$ cat config.mk
export PLATFORM = sky130hd
export DESIGN_NAME = elevator_call_panel
export DESIGN_NICKNAME = d
export VERILOG_FILES = /design/src/rtl/elevator_call_panel.sv
export SDC_FILE = /design/constraint.sdc
export NUM_CORES = 1
export LEC_CHECK = 0
export ABC_AREA = 0
export CAP_MARGIN = 40
export CELL_PAD_IN_SITES_DETAIL_PLACEMENT = 1
export CELL_PAD_IN_SITES_GLOBAL_PLACEMENT = 1
export CORE_ASPECT_RATIO = 0.9
export CORE_MARGIN = 1.5
export CORE_UTILIZATION = 30
export CTS_CLUSTER_DIAMETER = 120
export CTS_CLUSTER_SIZE = 24
export DETAILED_ROUTE_END_ITERATION = 16
export GPL_TIMING_DRIVEN = 0
export HOLD_SLACK_MARGIN = 0.08
export PLACE_DENSITY = 0.57
export SLEW_MARGIN = 20
export SYNTH_ARGS = -nofsm -noshare
export SYNTH_HDL_FRONTEND = slang
export SYNTH_SLANG_ARGS = --single-unit
$ cat constraint.sdc
create_clock -name clk_i -period 7.05 [get_ports clk_i]
set_clock_uncertainty 0.1 [all_clocks]
set_input_delay 1.0575 -clock clk_i [delete_from_list [all_inputs] [get_ports clk_i]]
set_output_delay 1.0575 -clock clk_i [all_outputs]
set_load 0.05 [all_outputs]
$ cat src/rtl/elevator_call_panel.sv
// Button front-end for the two-floor elevator: synchronise, debounce and latch
// hall/cabin presses as calls, clear them once the door has been open at the floor.
module elevator_call_panel #(
  parameter int unsigned DEBOUNCE_CYCLES = 4,
  parameter int unsigned SERVE_CYCLES    = 2,
  parameter int unsigned TIMEOUT_CYCLES  = 255
) (
  input  logic       clk_i,
  input  logic       rst_ni,
  input  logic       btn0_i,
  input  logic       btn1_i,
  input  logic       open_i,
  input  logic       floor0_i,
  input  logic       floor1_i,
  output logic       call0_o,
  output logic       call1_o,
  output logic       lamp0_o,
  output logic       lamp1_o,
  output logic [7:0] served_cnt_o,
  output logic       stuck_o
);

  localparam int DW = $clog2(DEBOUNCE_CYCLES + 1);
  localparam int SW = $clog2(SERVE_CYCLES + 1);

  typedef enum logic [1:0] {IDLE, PENDING, SERVING} state_e;

  logic [1:0] btn;
  logic [1:0] at_floor;
  logic [1:0] here;
  logic [1:0] done;
  logic [1:0] age_hit;
  logic [1:0] call;
  logic [1:0] lamp;

  assign btn      = {btn1_i, btn0_i};
  assign at_floor = {floor1_i, floor0_i};

  for (genvar g = 0; g < 2; g++) begin : g_floor
    logic          sync1_q, sync2_q;
    logic [DW-1:0] cnt_q, cnt_d;
    logic          press_q, press_d;
    state_e        state_q, state_d;
    logic [SW-1:0] srv_q, srv_d;
    logic [15:0]   age_q, age_d;
    logic          call_q, lamp_q;
    logic          done_l;

    // Both floor sensors high is treated as "nowhere", so no call can clear.
    assign here[g] = at_floor[g] & open_i & ~(floor0_i & floor1_i);

    // NOTE: every always_comb output gets a default first, so no path can infer a latch.
    always_comb begin
      cnt_d   = '0;
      press_d = 1'b0;
      if (sync2_q) begin
        cnt_d   = (cnt_q == DW'(DEBOUNCE_CYCLES)) ? cnt_q : cnt_q + 1'b1;
        press_d = (cnt_q == DW'(DEBOUNCE_CYCLES - 1));
      end
    end

    always_comb begin
      state_d = state_q;
      srv_d   = srv_q;
      done_l  = 1'b0;
      unique case (state_q)
        IDLE: begin
          if (press_q) state_d = PENDING;
        end
        PENDING: begin
          if (here[g]) begin
            state_d = SERVING;
            srv_d   = SW'(1);
          end
        end
        SERVING: begin
          // A fresh press while serving restarts the hold so the door stays open.
          if (press_q) begin
            srv_d = SW'(1);
          end else if (!here[g]) begin
            state_d = PENDING;
            srv_d   = '0;
          end else if (int'(srv_q) + 1 >= int'(SERVE_CYCLES)) begin
            state_d = IDLE;
            srv_d   = '0;
            done_l  = 1'b1;
          end else begin
            srv_d = srv_q + 1'b1;
          end
        end
        default: state_d = IDLE;
      endcase
    end

    always_comb begin
      age_d = '0;
      if (state_q == PENDING && state_d == PENDING) begin
        age_d = (age_q == 16'(TIMEOUT_CYCLES)) ? age_q : age_q + 16'd1;
      end
    end

    // NOTE: sequential state uses non-blocking assignments so all flops update together.
    always_ff @(posedge clk_i or negedge rst_ni) begin
      if (!rst_ni) begin
        sync1_q <= 1'b0;
        sync2_q <= 1'b0;
        cnt_q   <= '0;
        press_q <= 1'b0;
        state_q <= IDLE;
        srv_q   <= '0;
        age_q   <= '0;
        call_q  <= 1'b0;
        lamp_q  <= 1'b0;
      end else begin
        sync1_q <= btn[g];
        sync2_q <= sync1_q;
        cnt_q   <= cnt_d;
        press_q <= press_d;
        state_q <= state_d;
        srv_q   <= srv_d;
        age_q   <= age_d;
        call_q  <= (state_d != IDLE);
        lamp_q  <= (state_d == PENDING);
      end
    end

    assign done[g]    = done_l;
    assign age_hit[g] = (age_d == 16'(TIMEOUT_CYCLES));
    assign call[g]    = call_q;
    assign lamp[g]    = lamp_q;
  end

  logic [7:0] served_q, served_d;
  logic       stuck_q;

  assign served_d = served_q + 8'(done[0]) + 8'(done[1]);

  always_ff @(posedge clk_i or negedge rst_ni) begin
    if (!rst_ni) begin
      served_q <= '0;
      stuck_q  <= 1'b0;
    end else begin
      served_q <= served_d;
      stuck_q  <= |age_hit;
    end
  end

  assign call0_o      = call[0];
  assign call1_o      = call[1];
  assign lamp0_o      = lamp[0];
  assign lamp1_o      = lamp[1];
  assign served_cnt_o = served_q;
  assign stuck_o      = stuck_q;

endmodule
* Word level (Yosys, flattened, before mapping) *
Cells that the tools add are included.

word-level totals
  output and inout port bits = 13
  register bits after elaboration = 65
  word-level logic and storage cells = 107

operators by class
  muxes and demuxes = 40
  add/subtract/negate cells = 10
  magnitude comparators = 2
  bitwise logic cells = 6
  equality and inequality tests = 18
  reductions and logical operators = 11

operators by type and width
  operator               count
  $eq 16x8->1 const B    4
  $mux 16                4
  $mux 2                 18
  $add 16x1->16 const B  2
  $add 8x1->8            2
  $mux 3                 4
  $pmux 2 s3             2
  $mux 1                 10
  $eq 2x1->1 const B     4
  $ne 2x2->1 const B     4
  $pmux 2 s2             2
  $reduce_bool 2->1      4
  $add 2x1->3 const B    2
  $add 3x1->3 const B    2
  $eq 3x2->1 const B     2
  $eq 3x3->1 const B     2
  $ge 3x2->1 const B     2
  $and 1x1->1            5
  $add 2x1->2 const B    2
  $eq 2x2->1 const B     2
  $logic_not 2->1        2
  $reduce_and 2->1       2
  $logic_and 1x1->1      2
  $reduce_or 2->1        1
  $not 1->1              1

* Depth between registers and ports, before layout *
Gate-level depths: netlist (run 1).

  word-level depth = 11
  mapped depth = 8
  gate-level depth less buffers = 8

* Worst setup path before layout (run 1) *
No wires, ideal clock.

  path kind = input-to-reg
  start = input port floor1_i
  end = register stuck_q, in the netlist stuck_o
  cell stages on the path = 7
  data arrival time = 2.672 ns
  setup slack = 4.182 ns
  path through = and3b_1 -> clkbuf_1 -> or3b_1 -> clkbuf_1 -> o211ai_1 -> or4_1 -> o31ai_1

between the ends
  longest elaborated chain between the ends = 11

RTL lines
  element                 line  text
  start: declaration      14    input logic floor1_i,
  $and 1x1->1             50    assign here[g] = at_floor[g] & open_i & ~(floor0_i & floor1_i);
  $not 1->1               50
  $and 1x1->1             50
  $mux 2                  80    end else if (!here[g]) begin
  $mux 2                  78    if (press_q) begin
  $pmux 2 s3              66    unique case (state_q)
  $eq 2x1->1              97    if (state_q == PENDING && state_d == PENDING) begin
  $logic_and 1x1->1       97
  $mux 16                 97
  $eq 16x8->1             128   assign age_hit[g] = (age_d == 16'(TIMEOUT_CYCLES));
  $reduce_or 2->1 *       144   stuck_q <= |age_hit;
  end signal: assignment  144
  end: declaration        134   logic stuck_q;

Every way passes the cells marked *; elsewhere a longest branch is shown, timed or not.
A chain may end at the register's enable or synchronous reset.

* Worst setup path after layout (run 1) *
  start = input port open_i
  end = register stuck_q, in the netlist stuck_o

between the ends
  longest elaborated chain between the ends = 10

RTL lines
  element                    line  text
  start: declaration         12    input logic open_i,
  $and 1x1->1 (2 in series)  50
  $mux 2                     80
  $mux 2                     78
  $pmux 2 s3                 66
  $eq 2x1->1                 97
  $logic_and 1x1->1          97
  $mux 16                    97
  $eq 16x8->1                128
  $reduce_or 2->1 *          144

Marks and branches as above.

==> results_dict.tcl, run 1 <==
set metrics [dict create \
    synthArstFlopShare_pct 100 \
    io_buffer_count 19 \
    ctsResizeCount 0 \
    core_um2 10900 \
    setup.worst_path.end_class "flop" \
    critPathKind "input pin to flop" \
    grt_setup_unrepaired "no" \
    area_growth_pct 21.1 \
    grt_overflow 0 \
    die_h_um 104 \
    synth_compound_area_share_pct 13.3 \
    status "finished clean" \
    antenna_found_initial 0 \
    worst_pin_slew_ps 751 \
    hpwl_mm 5.57 \
    ys_ff_latch 65 \
    cts_buffers 9 \
    dpl.cell_count 520 \
    syn_nets 367 \
    synth_fa_ha_area_share_pct 4.61 \
    chipWidth_um 116 \
    cts_sinks 65 \
    final_cell_area_um2 4140 \
    drt_wl_total_mm 7.88 \
    worstPathArrival_ps 3500 \
    ant_nets 0 \
    slew_viol_final 0 \
    dr.pass1.iters 4 \
    syn_area_um2 3420 \
    synthTopCellsByArea "dfrtp_1, xnor2_1, ha_1, nor2_1, nand3_1" \
    worstRegToRegCells 8 \
    postCtsSetupBuffers 0 \
    synth_xor_area_share_pct 6.41 \
    drtIter0Drc 76 \
    period_share_pct 48.0 \
    path_max_fanout 10 \
    fin_util_pct 37.8 \
    hold_path_depth 0 \
    final.min_clock_period_ps 3380 \
    dominantRegCellSynth "dfrtp_1" \
    setup_viol 0 \
    gp_congestion 0.777 \
    ir_worst_vdd_v 0.000135 \
    required_ps 7170 \
    io_pins 20 \
    vias 2730 \
    final_layout_size_suffix_gt1_share_pct 8.33 \
    clk_path_buf_depth 2 \
    synth_top_cell_area_share_pct 47.6 \
    synth_common_cells "dfrtp_1, nor2_1, nand2_1, nand3_1" \
    finalHoldViolCount 0 \
    synth-seq-area-share_pct 47.6 \
    grt_pass1_wl_mm 13.8 \
    synth_most_common_cell "dfrtp_1" \
    synth_edf_count 0 \
    synth_cells 348 \
    power_density_nw_per_um2 308 \
    hold_path.class "flop to flop" \
    fmax_mhz 296 \
    postPlaceCellArea_um2 3820 \
    min_to "g_floor[1].sync2_q" \
    fp-row-count 36 \
    synth_top_cell_by_area "dfrtp_1" \
    min_from "g_floor[1].sync1_q" \
    hold_ws_ps 248 \
    die_area_um2 12000 \
    cts_tree "built" \
    h-tree-depth 3 \
    via_per_inst 5.09 \
    start_util_pct 31.2 \
    stdcell_count 536 \
    critPathLaunchType "input pin" \
    drc 0 \
    synth_simple_gate_area_share_pct 24.0 \
    clock_latency_ps 330 \
    rrSetupSlack_ps 4110 \
    grt_max_degree 44 \
    cts-root-buf "clkbuf_16" \
    yosysWarnings 0 \
    muxShareOfSynthArea_pct 0 \
    reg2reg_to "stuck_o" \
    routedWlPerCell_um 14.7 \
    num_antenna_cells 0 \
    p_leak_nw 1.73 \
    avgSynthCellArea_um2 9.82 \
    ys_types 57 \
    slew_headroom_pct 49.5 \
    grt_pass1_vias 2769 \
    r2r_start "g_floor[1].age_q[1]" \
    clk_pin_slew_ps 50 \
    postCtsHoldBufs 0 \
    nets 399 \
    grt_use_total_pct 14.7 \
    nFillCells 1256 \
    synth_top_family_by_area "simple AND/OR/NAND/NOR gates" \
    drv_cap 0 \
    timing.setup.tns_ps 0 \
]
-- state kept, by name (all words and copies together) (netlist names), 2 cells and up --
signal / count
g_floor.age_q: 32
served_cnt_o: 8
g_floor.cnt_q: 6
g_floor.srv_q: 4
g_floor.state_q: 4
g_floor.press_q: 2
g_floor.sync1_q: 2
g_floor.sync2_q: 2
-- placed cells by master, fill, tap and decap left out, drive strengths merged, types with 3 or more instances in the layout --
master         synthesis  final
dfrtp                 65     65
nor2                  32     32
nand2                 24     24
nand3                 21     21
xnor2                 19     19
a21oi                 19     19
clkbuf                 6     19
inv                   18     18
clkdlybuf4s50          0     18
nand4                 13     13
o21ai                 12     12
ha                    11     11
nor4                   9      9
and3                   8      8
buf                    6      8
or4                    7      7
nand2b                 6      6
nor3                   6      6
xor2                   6      6
and2                   6      6
and4                   5      5
a31oi                  5      5
o31ai                  4      4
o211ai                 4      4
a21boi                 4      4
a211oi                 3      3
-- logic make-up (layout without fill, tap and decap cells) --
| family | after synthesis | after routing |
|---|---|---|
| simple gates | 148 | 148 |
| compound gates | 68 | 68 |
| flops | 65 | 65 |
| buf+inv | 30 | 66 |
| xor+xnor | 25 | 25 |
| fa+ha+maj | 12 | 12 |
-- worst max path at each step --
stage                   from                   to  slack (ps)  cells past startpoint
floorplan           floor1_i              stuck_o        4180                      7
global placement      rst_ni  g_floor[0].cnt_q[1]        2390                      1
detailed placement    open_i              stuck_o        3280                      8
CTS                   open_i              stuck_o        3630                      8
global route          open_i              stuck_o        3530                      8
finish                open_i              stuck_o        3670                      8
-- critical path, stage by stage --
cell,delay [ps]
clkdlybuf4s50_1,500
and3b_1,160
clkbuf_1,250
or3b_1,190
clkbuf_1,360
o211ai_1,170
or4_1,510
o31ai_1,300
-- per-stage QoR --
stage / total power, W / setup WS, ps
after detailed placement: 0.000815 / 3280
after CTS: 0.00130 / 3630
final: 0.00128 / 3670
after global routing: 0.00136 / 3530
after global placement: 0.000803 / 2390
after floorplan: 0.000698 / 4180
-- final cells by class --
class / count / area [µm²] / area share [%]
plain buffers: 12 / 72.6 / 1.75
clock buffers: 12 / 246 / 5.95
clock inverters: 3 / 65.1 / 1.57
inverters: 18 / 67.6 / 1.63
multi-input cells: 253 / 1650 / 39.9
flip-flops and latches: 65 / 1630 / 39.3
well taps: 152 / 190 / 4.59
repair buffers: 21 / 220 / 5.32
-- report_power, final --
group / internal, W / switching (W) / leakage [nW]
sequential: 0.000432 / 0.0000496 / 0.873
clock: 0.000317 / 0.000157 / 0.153
combinational: 0.000118 / 0.000202 / 0.700
total: 0.000867 / 0.000409 / 1.73
-- metal layers --
metal | wire (µm) | up-vias | global-route usage, %
met2 | 3580 | 47 | 21.9
met1 | 3880 | 1344 | 20.0
met5 | 0 | - | 0
met4 | 124 | 0 | 6.08
li1 | - | 1326 | -
met3 | 297 | 13 | 3.90
No activity file was read; power rests on OpenSTA's default activity.
==> inputs of run 2 (changes only) <==
==> constraint.sdc (replaced) <==
create_clock -name clk_i -period 3.5 [get_ports clk_i]
set_clock_uncertainty 0.1 [all_clocks]
set_input_delay 0.525 -clock clk_i [delete_from_list [all_inputs] [get_ports clk_i]]
set_output_delay 0.525 -clock clk_i [all_outputs]
set_load 0.05 [all_outputs]
==> run 2 against run 1 <==
First-iteration DRC count shrank 2.6%. Combinational power up 100%. Global-route usage about the same. Worst setup slack worse by 3100 ps. Non-clock buffer count increased by 1. Critical path depth stayed put. Via count fell by 0.37%. Final cell count increased by 0.19%. Critical path type is now flop to flop. Largest power group unchanged.
==> results_dict.tcl, run 2 (same netlist as run 1, synthesis figures left out) <==
set metrics [dict create \
    hold_ws_ps 248 \
    nets 400 \
    antenna_found_initial 0 \
    cts_tree "built" \
    fp-row-count 36 \
    period_share_pct 83.7 \
    h-tree-depth 3 \
    critPathKind "flop to flop" \
    num_antenna_cells 0 \
    setup.worst_path.end_class "flop" \
    multiInputGateArea_um2 1650 \
    ant_nets 0 \
    grt_pass1_wl_mm 13.8 \
    hpwl_mm 5.57 \
    fin_util_pct 37.9 \
    finalHoldViolCount 0 \
    ctsResizeCount 0 \
    required_ps 3620 \
    drc 0 \
    routedWlPerCell_um 14.7 \
    io_buffer_count 19 \
    crit_slowest_cell "nor4_1" \
    cts_sinks 65 \
    cts-root-buf "clkbuf_16" \
    path_cells "ha_1 > nand3_1 > buf_4 > nor4_1 > o311ai_1 > a2111oi_2 > nand4b_1 > o31ai_1" \
    area_growth_pct 21.4 \
    hold_path.class "flop to flop" \
    core_um2 10900 \
    postPlaceCellArea_um2 3820 \
    timing.setup.tns_ps 0 \
    grt_overflow 0 \
    max_stage_delay_ps 680 \
    path_max_fanout 10 \
    dr.pass1.iters 4 \
    top_register "g_floor.age_q" \
    nFillCells 1258 \
    grt_setup_unrepaired "no" \
    die_area_um2 12000 \
    ir_worst_vdd_v 0.000271 \
    critPathLaunchType "flop" \
    grt_pass1_vias 2772 \
    drtIter0Drc 74 \
    worst_pin_slew_ps 758 \
    fmax_mhz 341 \
    slew_viol_final 0 \
    rrSetupSlack_ps 570 \
    worstPathArrival_ps 3050 \
    drt_wl_total_mm 7.88 \
    gp_congestion 0.777 \
    final_common_cell "dfrtp_1" \
    grt_use_total_pct 14.7 \
    path_buf_inv 1 \
    final_cell_mix "dfrtp_1, nor2_1, nand2_1" \
    power_density_nw_per_um2 619 \
    clock_latency_ps 330 \
    p_leak_nw 1.73 \
    final_layout_size_suffix_gt1_share_pct 8.31 \
    via_per_inst 5.07 \
    die_h_um 104 \
    clk_pin_slew_ps 50 \
    drv_cap 0 \
    critical-path-top-delay-family "simple AND/OR/NAND/NOR gates" \
    final.min_clock_period_ps 2930 \
    register_area_um2 1630 \
    grt_max_degree 44 \
    final_cell_area_um2 4150 \
    clk_path_buf_depth 2 \
    finalPower_w 0.00257 \
    cts_buffers 9 \
    io_pins 20 \
    chipWidth_um 116 \
    status "finished clean" \
    setup_viol 0 \
    largest_register_ffs 32 \
    vias 2720 \
    slew_headroom_pct 49.0 \
    start_util_pct 31.2 \
]
-- run 2: changes by cell type in the layout (fill, tap and decap cells not counted) --
cell,delta
dlygate4sd3_1,+1
-- run 2: power by group --
| part | total, W | switching, W | internal [W] |
|---|---|---|---|
| Clock | 0.000952 | 0.000314 | 0.000638 |
| Sequential | 0.000970 | 0.0000997 | 0.000870 |
| Combinational | 0.000646 | 0.000407 | 0.000239 |
| Total | 0.00257 | 0.000821 | 0.00175 |
-- run 2: path summary, 6_finish.rpt --
kind | from | depth (start not counted) | to
min in group asynchronous | rst_ni | 2 | g_floor[1].age_q[3]
worst max register to register | g_floor[1].age_q[1] | 8 | stuck_o
worst min-delay path | g_floor[1].sync1_q | 0 | g_floor[1].sync2_q
max in group asynchronous | rst_ni | 3 | g_floor[0].age_q[7]
worst min register to register | g_floor[1].sync1_q | 0 | g_floor[1].sync2_q
worst max-delay path | g_floor[1].age_q[1] | 8 | stuck_o
-- run 2: through the flow --
step                      setup WS, ps  instances
final                              572        537
after global routing               360        537
after CTS                          595        536
after detailed placement           262        520
after global placement            -624        519
after floorplan                   1050        348
-- run 2: per-layer routing --
metal	up-vias	GRT usage, %	share of wire (%)
met2	43	21.9	45
met1	1340	20.0	49
met4	0	6.08	1.4
li1	1328	-	-
met5	-	0	0
met3	9	3.96	4.2
-- run 2: layout make-up --
| type | instances | share of cell area (%) |
|---|---|---|
| Timing Repair Buffer | 22 | 5.55 |
| Inverter | 18 | 1.63 |
| Sequential cell | 65 | 39.2 |
| Tap cell | 152 | 4.58 |
| Clock buffer | 12 | 5.94 |
| Multi-Input combinational cell | 253 | 39.8 |
| Buffer | 12 | 1.75 |
| Clock inverter | 3 | 1.57 |
-- run 2: what timing repair did --
action,in CTS,in global routing
buffers inserted,0,0
hold endpoints to repair,22,0
hold buffers,1,0
==> inputs of run 3 (changes only) <==
==> constraint.sdc (replaced) <==
create_clock -name clk_i -period 2.7 [get_ports clk_i]
set_clock_uncertainty 0.1 [all_clocks]
set_input_delay 0.405 -clock clk_i [delete_from_list [all_inputs] [get_ports clk_i]]
set_output_delay 0.405 -clock clk_i [all_outputs]
set_load 0.05 [all_outputs]
==> run 3 against run 2 <==
Register-to-register slack got worse by 540 ps. Final cell count rose by 2.0%. Non-clock buffer count up 11. Critical endpoint unchanged. Largest cell class unchanged. Largest power group unchanged.
==> results_dict.tcl, run 3 (same netlist as run 1, synthesis figures left out) <==
set metrics [dict create \
    area_growth_pct 25.8 \
    grt_max_degree 44 \
    status "finished clean" \
    clk_path_buf_depth 2 \
    finalHoldViolCount 0 \
    die_area_um2 12000 \
    start_util_pct 31.2 \
    worstPathArrival_ps 2800 \
    drt_wl_total_mm 8.12 \
    gp_congestion 0.777 \
    clock_latency_ps 330 \
    period_share_pct 98.7 \
    required_ps 2830 \
    ant_nets 0 \
    rrSetupSlack_ps 30 \
    setup.worst_path.end_class "flop" \
    hold_path_depth 0 \
    critPathKind "flop to flop" \
    die_h_um 104 \
    path_buf_inv 0 \
    slew_headroom_pct 58.1 \
    antenna_found_initial 0 \
    cts-root-buf "clkbuf_16" \
    via_per_inst 5.08 \
    max_stage_delay_ps 560 \
    nets 411 \
    io_pins 20 \
    cts_sinks 65 \
    cts_buffers 9 \
    worstRegToRegCells 6 \
    clk_pin_slew_ps 50 \
    final.min_clock_period_ps 2670 \
    grt_pass1_vias 2794 \
    hold_ws_ps 248 \
    cts_tree "built" \
    drv_cap 0 \
    fmax_mhz 375 \
    chipWidth_um 116 \
    power_density_nw_per_um2 781 \
    path_common_cell "or4_4" \
    dr.pass1.iters 4 \
    largest_register_ffs 32 \
    crit_slowest_cell "or4_4" \
    min_from "g_floor[1].sync1_q" \
    hold_path.class "flop to flop" \
    final_common_cell "dfrtp_1" \
    p_leak_nw 1.78 \
    path_cells "or4_4 > or4_4 > a211o_1 > a2111oi_4 > nand4b_1 > o31ai_2" \
    slew_viol_final 0 \
    core_um2 10900 \
    fp-row-count 36 \
    r2r_start "g_floor[1].age_q[8]" \
    critical-path-top-delay-family "simple AND/OR/NAND/NOR gates" \
    grt_overflow 0 \
    grt_use_total_pct 14.7 \
    drtIter0Drc 85 \
    worst_pin_slew_ps 619 \
    top_register "g_floor.age_q" \
    final_cell_mix "dfrtp_1, nor2_1, nand2_1" \
    critPathLaunchType "flop" \
    io_buffer_count 19 \
    drc 0 \
    num_antenna_cells 0 \
    grt_pass1_wl_mm 13.8 \
    final_layout_size_suffix_gt1_share_pct 13.4 \
    routedWlPerCell_um 14.8 \
    finalPower_w 0.00336 \
    ir_worst_vdd_v 0.000352 \
    hpwl_mm 5.57 \
    path_max_fanout 6 \
    vias 2785 \
    min_to "g_floor[1].sync2_q" \
    setup_viol 0 \
    reg2reg_to "stuck_o" \
    h-tree-depth 3 \
]
-- run 3: cell count changes in the layout (fill, tap and decap cells not counted), sizes merged --
| cell | previous run | this run |
|---|---|---|
| buf | 8 | 19 |
-- run 3: per-layer routing --
| layer | vias to the layer above | share of wire, % | GRT usage [%] |
|---|---|---|---|
| met5 | - | 0 | 0 |
| met4 | 0 | 1.5 | 6.08 |
| met3 | 10 | 3.5 | 3.96 |
| met2 | 36 | 47 | 22.0 |
| met1 | 1386 | 48 | 20.0 |
| li1 | 1353 | - | - |
-- run 3: final cells by class --
type | count | area (µm²)
clock buffer | 12 | 246
sequential | 65 | 1630
fill | 1254 | 6650
inverter | 18 | 67.6
tap | 152 | 190
multi-input combinational | 253 | 1710
buffer | 12 | 73.8
timing repair buffer | 33 | 313
clock inverter | 3 | 65.1
-- run 3: timing repair --
action | CTS | global route
endpoints found under the hold margin | 22 | 0
pin swaps | 1 | 5
hold buffers | 1 | 0
setup endpoints to repair | 1 | 1
cloned | 0 | 0
gates resized for setup | 3 | 11
buffers inserted | 3 | 8
-- run 3: worst max-delay path by stage --
stage                                     from                  end  slack, ps  cells after the start
after floorplan           g_floor[1].age_q[12]              stuck_o        250                      6
after global placement                  rst_ni  g_floor[0].cnt_q[1]      -1300                      1
after detailed placement                open_i              stuck_o       -420                      8
after CTS                  g_floor[1].age_q[9]              stuck_o         20                      7
after global routing      g_floor[1].age_q[10]              stuck_o        -40                      6
final                      g_floor[1].age_q[8]              stuck_o         30                      6
-- run 3: power by group --
part           switching, W  leakage (nW)  internal, W
logic              0.000535         0.761     0.000326
clock network      0.000407         0.153     0.000827
registers          0.000135         0.869      0.00113
-- run 3: worst register-to-register path, cell delays in order, from the launching register on --
cell	delay, ps
dfrtp_2	430
or4_4	560
or4_4	510
a211o_1	360
a2111oi_4	330
nand4b_1	170
o31ai_2	100
-- run 3: stage by stage --
stage	TNS (ps)	setup slack, ps	utilization [%]	cell area (µm²)	std cells
2_1_floorplan	0	250	-	3420	348
3_3_place_gp	-85100	-1300	34.7	3800	519
3_5_place_dp	-660	-418	34.9	3820	520
4_1_cts	0	24.7	38.2	4180	539
5_1_grt	-37.0	-37.0	39.3	4300	548
6_report	0	33.8	39.3	4300	548
